## src/rtl/mem_bus_arbiter.sv

```systemverilog
// mem_bus_arbiter: round-robin arbiter between the instruction-fetch (I) and
// data (D) requesters for the shared byte-wide RAM/ROM/IO bus. Each transaction
// is sequenced IDLE -> ACCESS -> (WAIT)* -> DONE -> IDLE.
// Optional feature: define MEM_ARB_LOCK_EN to add i_lock/d_lock, which pin the
// grant to the last winner so multi-byte bursts stay atomic.
module mem_bus_arbiter #(
   parameter int ADDR_W   = 32,
   parameter int DATA_W   = 8,
   parameter int READ_LAT = 1
) (
   input  logic              clk,
   input  logic              reset_n,
   input  logic              i_req,
   input  logic [ADDR_W-1:0] i_addr,
   output logic              i_done,
   output logic [DATA_W-1:0] i_rdata,
   input  logic              d_req,
   input  logic              d_write,
   input  logic [ADDR_W-1:0] d_addr,
   input  logic [DATA_W-1:0] d_wdata,
   output logic              d_done,
   output logic [DATA_W-1:0] d_rdata,
   output logic              bus_use,
   output logic [ADDR_W-1:0] bus_addr,
   output logic              bus_read,
   output logic              bus_write,
   output logic [DATA_W-1:0] bus_wdata,
   input  logic [DATA_W-1:0] bus_rdata
`ifdef MEM_ARB_LOCK_EN
   ,
   input  logic              i_lock,
   input  logic              d_lock
`endif
);

   // Remaining read-strobe cycles after ACCESS; 3 bits covers READ_LAT 1..7.
   localparam logic [2:0] LAT_M1 = 3'(READ_LAT - 1);

   typedef enum logic [1:0] {ST_IDLE, ST_ACCESS, ST_WAIT, ST_DONE} state_t;
   typedef enum logic {SIDE_I = 1'b0, SIDE_D = 1'b1} side_t;

   state_t     state, state_nxt;
   side_t      owner, last_gnt, winner;
   logic       wr_q, wr_nxt;
   logic [2:0] cnt;
   logic       any_req;
   logic       bus_use_nxt, bus_read_nxt, bus_write_nxt;
`ifdef MEM_ARB_LOCK_EN
   logic       pinned;
   side_t      pin_side;
`endif

   // Arbitration: a lone request wins; on a tie the side not served last wins.
   always_comb begin
      // NOTE: every signal driven here gets a default first so no path leaves
      // it unassigned, which would otherwise infer a latch.
      winner  = SIDE_I;
      any_req = i_req || d_req;
      if (i_req && d_req)
         winner = (last_gnt == SIDE_I) ? SIDE_D : SIDE_I;
      else if (d_req)
         winner = SIDE_D;
`ifdef MEM_ARB_LOCK_EN
      // A pinned grant only accepts the pinned side; the other side keeps waiting.
      if (pinned) begin
         winner  = pin_side;
         any_req = (pin_side == SIDE_I) ? i_req : d_req;
      end
`endif
   end

   // Next-state logic and the next values of the registered bus strobes.
   always_comb begin
      state_nxt = state;
      wr_nxt    = wr_q;
      case (state)
         ST_IDLE: begin
            if (any_req) begin
               state_nxt = ST_ACCESS;
               wr_nxt    = (winner == SIDE_D) && d_write;
            end
         end
         ST_ACCESS: begin
            if (wr_q || (LAT_M1 == 3'd0)) state_nxt = ST_DONE;
            else                          state_nxt = ST_WAIT;
         end
         ST_WAIT: begin
            if (cnt == 3'd1) state_nxt = ST_DONE;
         end
         ST_DONE:  state_nxt = ST_IDLE;
         default:  state_nxt = ST_IDLE;
      endcase
      bus_use_nxt   = (state_nxt == ST_ACCESS) || (state_nxt == ST_WAIT);
      bus_read_nxt  = bus_use_nxt && !wr_nxt;
      bus_write_nxt = (state_nxt == ST_ACCESS) && wr_nxt;
   end

   // State register.
   always_ff @(posedge clk or negedge reset_n) begin
      // NOTE: sequential state uses non-blocking assignments so every register
      // samples pre-edge values regardless of statement order.
      if (!reset_n) state <= ST_IDLE;
      else          state <= state_nxt;
   end

   // Datapath: request capture, registered bus outputs, latency count, completion.
   always_ff @(posedge clk or negedge reset_n) begin
      // NOTE: every register here is reset, so an abort mid-transaction drops
      // the strobes at once and leaves no stale done pulse or read data behind.
      if (!reset_n) begin
         owner     <= SIDE_I;
         last_gnt  <= SIDE_I;
         wr_q      <= 1'b0;
         cnt       <= '0;
         bus_use   <= 1'b0;
         bus_read  <= 1'b0;
         bus_write <= 1'b0;
         bus_addr  <= '0;
         bus_wdata <= '0;
         i_done    <= 1'b0;
         d_done    <= 1'b0;
         i_rdata   <= '0;
         d_rdata   <= '0;
`ifdef MEM_ARB_LOCK_EN
         pinned    <= 1'b0;
         pin_side  <= SIDE_I;
`endif
      end else begin
         bus_use   <= bus_use_nxt;
         bus_read  <= bus_read_nxt;
         bus_write <= bus_write_nxt;
         wr_q      <= wr_nxt;
         i_done    <= 1'b0;
         d_done    <= 1'b0;
         case (state)
            ST_IDLE: begin
               if (any_req) begin
                  owner    <= winner;
                  bus_addr <= (winner == SIDE_D) ? d_addr : i_addr;
                  if (winner == SIDE_D) bus_wdata <= d_wdata;
               end
            end
            ST_ACCESS: begin
               cnt <= LAT_M1;
               // Writes carry no return data, so they report completion on entry to DONE.
               if (wr_q) d_done <= 1'b1;
            end
            ST_WAIT: cnt <= cnt - 3'd1;
            ST_DONE: begin
               last_gnt <= owner;
               // Read data is valid on the bus during DONE; capture and pulse together.
               if (!wr_q) begin
                  if (owner == SIDE_I) begin
                     i_rdata <= bus_rdata;
                     i_done  <= 1'b1;
                  end else begin
                     d_rdata <= bus_rdata;
                     d_done  <= 1'b1;
                  end
               end
`ifdef MEM_ARB_LOCK_EN
               pinned   <= (owner == SIDE_I) ? i_lock : d_lock;
               pin_side <= owner;
`endif
            end
            default: ;
         endcase
      end
   end

endmodule

```

## config.mk

```make
export PLATFORM = sky130hd
export DESIGN_NAME = mem_bus_arbiter
export DESIGN_NICKNAME = d
export VERILOG_FILES = /design/src/rtl/mem_bus_arbiter.sv
export SDC_FILE = /design/constraint.sdc
export NUM_CORES = 1
export LEC_CHECK = 0
export BUFFER_PORTS_ARGS = -buffer_cell sky130_fd_sc_hd__buf_2
export CORE_AREA = 3 3 85 87
export CTS_BUF_LIST = sky130_fd_sc_hd__clkbuf_8 sky130_fd_sc_hd__clkbuf_16
export DETAILED_ROUTE_END_ITERATION = 8
export DIE_AREA = 0 0 88 90
export GPL_TIMING_DRIVEN = 1
export PLACE_DENSITY_LB_ADDON = 0.08
export RECOVER_POWER = 25
export REMOVE_ABC_BUFFERS = 1
export SKIP_LAST_GASP = 1
export SYNTH_ARGS = -nofsm -noshare
export SYNTH_HDL_FRONTEND = slang
export SYNTH_SLANG_ARGS = --single-unit
```

## constraint.sdc

```tcl
create_clock -name clk -period 2 [get_ports clk]
set_input_delay 0.1 -clock clk [delete_from_list [all_inputs] [get_ports clk]]
set_output_delay 0.1 -clock clk [all_outputs]
set_load 0.005 [all_outputs]
```

Word level (Yosys, flattened, before mapping)
Index checks and enable logic that the tools add are counted.
- register bits after elaboration: 69
- $add $sub $neg: 1
- equal/unequal tests: 6
- muxes and demuxes: 17
- bitwise logic cells: 2
- reduce and logical (&&, ||, !) cells: 13
- operators with widths (cell ; count):
    $mux W32 ; 1
    $mux W1 ; 11
    $reduce_and A3 Y1 ; 3
    $pmux W2 S4 ; 1
    $eq A2 B2 Y1 const B ; 3
    $pmux W3 S2 ; 1
    $eq A2 B1 Y1 const B ; 2
    $logic_and A1 B1 Y1 ; 4
    $mux W2 ; 2
    $eq A3 B1 Y1 const B ; 1
    $sub A3 B1 Y3 const B ; 1
    $logic_not A2 Y1 ; 1
    $logic_or A1 B1 Y1 ; 2
    $not A1 Y1 ; 2
    $pmux W1 S2 ; 1
    $reduce_and A2 Y1 ; 1
    $reduce_bool A2 Y1 ; 1
    $logic_not A1 Y1 ; 1

Longest topological paths before layout
Gate-level depths: netlist of run 1.
- word-level depth: 7
- mapped depth: 7
- gate-level depth less buffers: 7

Worst setup path before layout of run 1
Ideal clock, no wire load.
- kind: register to register
- start: register state[0]
- end: register bus_addr[15]
- setup time: 0.077 ns
- arrival: 1.371 ns
- data required time: 1.923 ns
- setup slack: 0.552 ns
- cell stages (with the launch flop): 8
- path buffers: 2
- period minus slack after synthesis: 1.448 ns
- path through: dfrtp_1 inv_1 ha_1 clkbuf_2 o21a_1 buf_1 nor2_1 a21oi_1
- word-level cells in the longest chain between the ends: 2
- ends and longest elaborated chain (item ; RTL line ; text):
    start, declared ; 42 ; state_t state, state_nxt;
    start signal, assigned ; 103 ; else state <= state_nxt;
    $logic_not A2 Y1 ; 135 ; case (state)
    $reduce_and A2 Y1 (no source line) ; -- ;
    end signal, assigned ; 139 ; bus_addr <= (winner == SIDE_D) ? d_addr : i_addr;
    end, declared ; 24 ; output logic [ADDR_W-1:0] bus_addr,
Every way passes these cells.
A chain may end at the register's enable or synchronous reset.

Worst setup path in the final report of run 1
- start: register state[0]
- end: register bus_addr[3]
Same word-level chain as after synthesis.

==> results of run 1 <==
logic make-up after synthesis:
| kind of cell | count (synthesis) |
|---|---|
| compound gates | 74 |
| fa+ha+maj | 7 |
| buf+inv | 20 |
| flops | 69 |
| mux | 26 |
| simple gates | 79 |
state kept, by name, summed over array words and instances, names as in the netlist:
| register | cells |
|---|---|
| i_done | 1 |
| owner | 1 |
| state | 2 |
| i_rdata | 8 |
| d_done | 1 |
| bus_wdata | 8 |
| d_rdata | 8 |
| wr_q | 1 |
| bus_addr | 32 |
| cnt | 3 |
| bus_read | 1 |
| last_gnt | 1 |
| bus_write | 1 |
| bus_use | 1 |
Yosys cell counts:
cell type / instances
and2_1: 1
clkbuf_1: 3
a21bo_2: 1
o21ai_0: 3
o21ai_1: 1
a21oi_1: 64
a21boi_4: 1
nand2_1: 37
buf_2: 9
nand3_1: 1
nor3b_1: 1
o21a_1: 1
a22oi_1: 1
nor3_1: 1
a22o_1: 1
inv_1: 6
nor2_1: 34
buf_1: 1
nand3b_1: 2
a32o_1: 1
clkbuf_2: 1
mux2i_1: 1
ha_1: 7
nor2b_1: 1
nand2_2: 1
dfrtp_1: 69
mux2_2: 25
power breakdown:
group	switching [mW]	internal, mW	leakage [nW]
Sequential	0.357	2.10	0.802
Combinational	1.28	1.26	1.22
Clock	0.491	0.813	0.120
metal layers:
metal / share of wire / up-vias / global-route usage
li1: - / 1280 / -
met5: 0 / - / 0
met3: 0.057 / 17 / 0.04388
met2: 0.52 / 90 / 0.3511
met1: 0.40 / 1240 / 0.2311
met4: 0.025 / 0 / 0.09079
path summary, 6_finish.rpt:
| path | from | end | slack [ps] |
|---|---|---|---|
| setup / recovery | state[0] | bus_addr[3] | 240 |
| hold / removal | i_addr[25] | bus_addr[25] | 10 |
| setup reg to reg | state[0] | bus_addr[3] | 240 |
| hold reg to reg | bus_wdata[1] | bus_wdata[1] | 500 |
| max in group asynchronous | reset_n | state[1] | 870 |
| min in group asynchronous | reset_n | bus_addr[0] | 540 |
worst max-delay path, delay by kind of cell, from the launching register on:
kind | cells | cell delay [ps]
AO/OA/AOI/OAI | 3 | 550
adder cells (fa/ha/maj) | 1 | 290
buffers and inverters | 2 | 440
flip-flops | 1 | 410
area by class of cell:
class                   count  area (sq um)
fillers                   542          2172
flip-flops and latches     69          1727
multi-input cells         186          1104
repair buffers            181          1074
clock buffers               9         123.9
clock inverters             6         103.9
well taps                  77         96.34
inverters                   6         22.52
per-stage QoR:
step	utilization	setup slack, ps
2_1_floorplan	-	39.43
3_3_place_gp	0.5800	341.7
3_5_place_dp	0.5800	270.2
4_1_cts	0.6637	245.5
5_1_grt	0.6618	83.51
6_report	0.6618	242.0
==> key figures, run 1 <==
CTS
  – Post-CTS resize count: 0
  – TritonCTS Sinks: 69
  – # hold bufs at CTS: 31
  – Root Buffer: clkbuf_8
  – CTS buffer count: 9
  – Setup Buffers After CTS: 0
  – Clk slew on worst S/H paths: 70 ps
  – CTS tree: done
  – CTS max path bufs: 2
  – Clock Latency Late Sink: 330 ps
  – # H-tree levels: 3

Timing
  – RSZ-0062 raised after global routing: no
  – Final worst-path cycle share: 0.8790
  – Worst hold slack: 10.58 ps
  – Slew @ Worst Pin: 912.2 ps
  – Min cycle time layout: 1758 ps
  – Max_slew headroom: 0.3919
  – Layout Skew: 6.902 ps
  – Final Slew Violations: 0
  – Sum Neg Setup Slack: 0 ps
  – Maximum clock rate: 0.5688 GHz
  – Fin. Hold Viols: 0
  – Final setup viols: 0

Global routing
  – Grt total ovfl: 0
  – Largest net degree at the start of global routing: 70
  – Vias in the first global route: 2709
  – Initial antenna violation count: 0
  – First-pass GRT wire length: 12470 microns
  – Tot GR Track Use: 0.2015

Worst setup path
  – Worst setup SP type: flip-flop
  – Worst path cell trace: inv_1 -> ha_1 -> o21ai_2 -> buf_4 -> a21oi_1 -> a21oi_1
  – Crit path DAT: 2010 ps
  – Slowest cell on the critical path: dfrtp_1
  – WS Path Type: reg2reg
  – R2R depth: 6
  – Worst Path Required: 2250 ps
  – Slowest Stage Delay on Critical Path: 410 ps
  – Crit. End Element: flip-flop
  – Max Fanout on Critical Path: 18
  – Crit-path most repeated cell: a21oi_1

Hold path
  – Hold depth: 3
  – Worst min path class: in2reg

Final layout
  – Final nets: 545
  – Most common cell after layout, fill and taps aside: buf_2
  – Most frequent cells in the layout: buf_2, dfrtp_1, a21oi_1
  – Post-route non-filler standard cell count: 534
  – Share of cells above drive strength 1: 0.4223
  – N_diodes: 0
  – Final instance area: 4250 sq um
  – P&R area growth vs syn: 45.86%

Synth
  – Synth Area in Simple Gates: 0.1091
  – Adder-cell share of the synthesized area: 0.03006
  – Seq/Total Area, Yosys: 0.5925
  – Mapped Area: 2914 sq um
  – Yosys top cell area share: 0.5925
  – Top post-synthesis cells by area: dfrtp_1, a21oi_1, mux2_2
  – Compound-gate portion of the synthesized area: 0.1383
  – XOR/XNOR share of the synthesized area: 0
  – Synth Area per Inst: 10.60 sq um
  – Largest family of logic cells by synthesized area: compound AO/OA/AOI/OAI gates
  – Mux cell area share after synthesis: 0.1000
  – Largest area contributor in the netlist: dfrtp_1
  – Yosys warns: 0
  – Number of synthesized register bits: 69
  – Synth cell types: 27
  – Post-Synthesis Cells: 275

Detailed routing
  – DRT iter0 DRCs: 112
  – Antenna viol nets, final: 0
  – Vias per inst: 4.919
  – Wire per inst: 15.06 microns
  – TritonRoute pass-1 iters: 4
  – Via Count: 2627
  – Drc violations: 0
  – Post-Route WL: 8042 microns

Die
  – FP Rows: 29
  – Core Area: 6422 sq um
  – Initial Util: 0.4537
  – Die area: 7920 sq um
  – I/O pins: 146
  – Die Ht: 90 microns
  – Die width: 88 microns

Run
  – Maxcap violations: 0

Placement
  – HPWL after DPL: 5536 microns
  – Routability cong.: 0.7643
  – Placed cells: 488
  – # port buffers: 145
  – Dpl cell area: 3725 sq um

Power and ir drop
  – Static Leak: 2.139 nW
  – Tot Pwr: 6.300 mW
  – PwrDens: 1482 nW/um^2
  – Maximum VDD drop: 0.8355 mV

Run status
  – Status: finished clean
(Power assumes the default switching activity.)
==> run 2, diff against run 1 <==
--- a/config.mk
+++ b/config.mk
@@ -11,6 +11,7 @@
 export DETAILED_ROUTE_END_ITERATION = 8
 export DIE_AREA = 0 0 88 90
 export GPL_TIMING_DRIVEN = 1
+export MAX_ROUTING_LAYER = met4
 export PLACE_DENSITY_LB_ADDON = 0.08
 export RECOVER_POWER = 25
 export REMOVE_ABC_BUFFERS = 1
==> key figures, run 2 (synthesis results as in run 1) <==
Worst setup path
  – Crit. End Element: flip-flop
  – R2R setup slack: 240 ps
  – Reg-to-reg critical path startpoint: state[0]
  – R2R depth: 6
  – WS Path Type: reg2reg
  – Crit path from: state[0]
  – Max Fanout on Critical Path: 18
  – Crit path to: bus_addr[3]
  – Worst setup SP type: flip-flop
  – Worst Path Required: 2250 ps
  – Crit path DAT: 2010 ps
  – FF-to-FF End: bus_addr[3]

Final layout
  – N_diodes: 0
  – Most frequent cells in the layout: buf_2, dfrtp_1, a21oi_1
  – Largest register FFs: 32
  – Most common cell after layout, fill and taps aside: buf_2
  – Share of cells above drive strength 1: 0.4223
  – Reg with most FFs: bus_addr
  – P&R area growth vs syn: 45.86%
  – Final nets: 545
  – Final instance area: 4250 sq um
  – Final core occ: 0.6618

Global routing
  – Vias in the first global route: 2706
  – Grt total ovfl: 0
  – Tot GR Track Use: 0.2073
  – Initial antenna violation count: 0
  – Largest net degree at the start of global routing: 70
  – Met1 Use GR: 0.2341
  – First-pass GRT wire length: 12470 microns
  – Layer with the highest usage: met2
  – Grt met3 use: 0.04113
  – GRT met2 Usage: 0.3505

Hold path
  – Worst min path class: in2reg

Placement
  – Dpl cell area: 3725 sq um
  – Pre-CTS WS: 270.2 ps
  – # port buffers: 145
  – HPWL after DPL: 5536 microns
  – Routability cong.: 0.7744

Timing
  – Final Slew Violations: 0
  – Max_slew headroom: 0.3917
  – Sum Neg Setup Slack: 0 ps
  – Slew @ Worst Pin: 912.5 ps
  – Final setup viols: 0
  – Maximum clock rate: 0.5688 GHz
  – Final worst slack: 241.8 ps
  – Min cycle time layout: 1758 ps
  – Final worst-path cycle share: 0.8791
  – RSZ-0062 raised after global routing: no
  – Fin. Hold Viols: 0
  – Layout Skew: 6.326 ps

CTS
  – Post-CTS resize count: 0
  – # H-tree levels: 3
  – Setup Buffers After CTS: 0
  – Clock Latency Late Sink: 330 ps
  – CTS max path bufs: 2
  – TritonCTS Sinks: 69
  – Root Buffer: clkbuf_8
  – CTS tree: done
  – CTS buffer count: 9
  – Clk slew on worst S/H paths: 70 ps

Power and ir drop
  – Tot Pwr: 6.300 mW
  – Maximum VDD drop: 0.8355 mV
  – Static Leak: 2.139 nW
  – PwrDens: 1482 nW/um^2

Die
  – FP Rows: 29
  – Initial Util: 0.4537
  – Die area: 7920 sq um
  – I/O pins: 146
  – Die Ht: 90 microns
  – Die width: 88 microns
  – Core Area: 6422 sq um

Detailed routing
  – TritonRoute pass-1 iters: 4
  – Drc violations: 0
  – DRT iter0 DRCs: 116
  – Antenna viol nets, final: 0
  – Vias per inst: 4.944
  – Post-Route WL: 8045 microns
  – Via Count: 2640
  – Wire per inst: 15.07 microns

Run
  – Maxcap violations: 0

Run status
  – Status: finished clean
[run 2: metal layers]
layer  up-vias  share of wire
li1       1280              -
met1      1247           0.40
met2        94           0.52
met3        19          0.056
met4         0          0.023
met5         -              0
[run 2: worst min-delay path by stage]
stage / start / to / slack (ps) / cells after the start
floorplan: reset_n / bus_addr[0] / -200 / 0
global placement: reset_n / d_rdata[7] / 160 / 2
detailed placement: reset_n / bus_addr[0] / 150 / 2
CTS: i_addr[25] / bus_addr[25] / 1 / 3
global route: i_addr[12] / bus_addr[12] / 7 / 3
finish: i_addr[25] / bus_addr[25] / 10 / 3
[run 2: what timing repair did]
action                                  4_1_cts  5_1_grt
hold endpoints to repair                    100        0
endpoints found under the setup margin        0        0
hold buffers                                 31        0
[run 2: area by class of cell]
type | count | area, sq um
well taps | 77 | 96.34
clock inverters | 6 | 103.9
clock buffers | 9 | 123.9
multi-input cells | 186 | 1104
fillers | 542 | 2172
flip-flops and latches | 69 | 1727
inverters | 6 | 22.52
repair buffers | 181 | 1074
[run 2: power breakdown]
part	total (mW)	internal, mW	leakage [nW]	switching (mW)
Sequential	2.46	2.10	0.802	0.356
Combinational	2.54	1.26	1.22	1.28
Clock	1.30	0.813	0.120	0.491
Total	6.30	4.17	2.14	2.13
[run 2: stage by stage]
stage                     cells  hold WS, ps
final                       534        10.21
after global routing        534        6.730
after CTS                   534        1.069
after detailed placement    488        153.0
after global placement      488        155.1
after floorplan             261       -195.6
[run 2: critical path, stage by stage (launching register included)]
cell     delay, ps
dfrtp_1        410
inv_1           80
ha_1           290
o21ai_2        320
buf_4          360
a21oi_1         70
a21oi_1        160
==> run 3, diff against run 2 <==
--- a/config.mk
+++ b/config.mk
@@ -6,10 +6,10 @@
 export NUM_CORES = 1
 export LEC_CHECK = 0
 export BUFFER_PORTS_ARGS = -buffer_cell sky130_fd_sc_hd__buf_2
-export CORE_AREA = 3 3 85 87
+export CORE_AREA = 3 3 97 76
 export CTS_BUF_LIST = sky130_fd_sc_hd__clkbuf_8 sky130_fd_sc_hd__clkbuf_16
 export DETAILED_ROUTE_END_ITERATION = 8
-export DIE_AREA = 0 0 88 90
+export DIE_AREA = 0 0 100 79
 export GPL_TIMING_DRIVEN = 1
 export MAX_ROUTING_LAYER = met4
 export PLACE_DENSITY_LB_ADDON = 0.08
==> key figures, run 3 (synthesis results as in run 1) <==
Run status
  – Status: finished clean

Timing
  – RSZ-0062 raised after global routing: no
  – Sum Neg Setup Slack: 0 ps
  – Final Slew Violations: 0
  – Slew @ Worst Pin: 923.3 ps
  – Min cycle time layout: 1570 ps
  – Worst hold slack: 18.91 ps
  – Maximum clock rate: 0.6371 GHz
  – Fin. Hold Viols: 0
  – Max_slew headroom: 0.3845
  – Layout Skew: 6.077 ps
  – Final worst slack: 430.4 ps
  – Final setup viols: 0
  – Final worst-path cycle share: 0.7848

Placement
  – Dpl cell area: 3767 sq um
  – HPWL after DPL: 5383 microns
  – Routability cong.: 0.7703
  – Pre-CTS WS: 407.3 ps
  – Placed cells: 492
  – # port buffers: 145

Final layout
  – Area occupied by multi-input gates: 1104 sq um
  – Final core occ: 0.6999
  – Reg with most FFs: bus_addr
  – Filler cells: 492
  – Reg area: 1727 sq um
  – Final instance area: 4444 sq um
  – Most frequent cells in the layout: buf_2, dfrtp_1, a21oi_1
  – Share of cells above drive strength 1: 0.4110
  – N_diodes: 0
  – Largest register FFs: 32
  – Final nets: 559
  – Post-route non-filler standard cell count: 553
  – Most common cell after layout, fill and taps aside: buf_2
  – P&R area growth vs syn: 52.51%

Worst setup path
  – Worst path cell trace: inv_1 -> ha_1 -> nor2_1 -> a22oi_1 -> ha_1 -> nor2_1
  – Reg-to-reg critical path startpoint: state[0]
  – Worst Path Required: 2270 ps
  – Slowest cell on the critical path: dfrtp_1
  – Slowest Stage Delay on Critical Path: 420 ps
  – R2R depth: 6
  – R2R setup slack: 430 ps
  – Crit. End Element: flip-flop
  – FF-to-FF End: bus_read
  – Crit path DAT: 1840 ps
  – Worst setup SP type: flip-flop
  – Max Fanout on Critical Path: 6
  – WS Path Type: reg2reg

Hold path
  – Hold Crit Start: bus_rdata[2]
  – Worst min path class: in2reg
  – Hold EP: d_rdata[2]
  – Hold depth: 2

Global routing
  – Tot GR Track Use: 0.2143
  – Grt total ovfl: 0
  – Largest net degree at the start of global routing: 70
  – Vias in the first global route: 2731
  – Initial antenna violation count: 0
  – First-pass GRT wire length: 12780 microns

Power and ir drop
  – Static Leak: 2.212 nW
  – PwrDens: 1442 nW/um^2
  – Maximum VDD drop: 0.9155 mV
  – Tot Pwr: 6.410 mW

Detailed routing
  – Met3 WL: 614 microns
  – Antenna viol nets, final: 0
  – TritonRoute pass-1 iters: 5
  – WL met1: 3363 microns
  – Vias per inst: 4.873
  – Drc violations: 0
  – Post-Route WL: 8151 microns
  – Met2 routed WL: 3948 microns
  – Wire per inst: 14.74 microns
  – Top Layer Used: met4
  – Via Count: 2695
  – DRT iter0 DRCs: 119

Die
  – Initial Util: 0.4589
  – Die Ht: 79 microns
  – I/O pins: 146
  – Die width: 100 microns
  – FP Rows: 25
  – Core Area: 6350 sq um
  – Die area: 7900 sq um

CTS
  – Root Buffer: clkbuf_8
  – CTS buffer count: 9
  – CTS max path bufs: 2
  – Setup Buffers After CTS: 0
  – TritonCTS Sinks: 69
  – CTS tree: done
  – Clk slew on worst S/H paths: 70 ps
  – Clock Latency Late Sink: 340 ps
  – # H-tree levels: 3

Run
  – Maxcap violations: 0
[run 3: changes by cell type in the layout (fill, tap and decap cells not counted), sizes merged]
cell,delta
clkinvlp,+1
dlygate4sd3,+14
[run 3: per-layer routing]
metal | vias up | track usage
met3 | 24 | 0.06234
met5 | - | -
met1 | 1246 | 0.2534
li1 | 1312 | -
met2 | 113 | 0.3442
met4 | 0 | 0.09287
[run 3: layout make-up]
class                           instances  area share
Clock inverter                          7     0.02590
Tap cell                               81     0.02280
Clock buffer                            9     0.02787
Sequential cell                        69      0.3885
Timing Repair Buffer                  195      0.2815
Inverter                                6    0.005068
Multi-Input combinational cell        186      0.2483
[run 3: how the worst max path moves through the flow]
stage               startpoint         to  slack, ps
floorplan             state[0]  bus_write         40
global placement      state[0]   bus_read        500
detailed placement    state[0]   bus_read        410
CTS                   state[0]   bus_read        410
global route          state[0]   bus_read        310
finish                state[0]   bus_read        430
[run 3: power by group]
group | switching [mW] | internal, mW
registers | 0.351 | 2.10
logic | 1.30 | 1.33
clock network | 0.504 | 0.823
total | 2.16 | 4.25
[run 3: repair_timing]
item / CTS / global route
endpoints found under the hold margin: 117 / 2
hold buffers: 43 / 2
gates resized for setup: 0 / 0
[run 3: critical path, delay by kind of cell, from the launching register on]
family                   cells  cell delay, ps
adder cells (fa/ha/maj)      2             580
buffers and inverters        1             110
AO/OA/AOI/OAI                1             230
AND/OR/NAND/NOR              2             180
flip-flops                   1             420
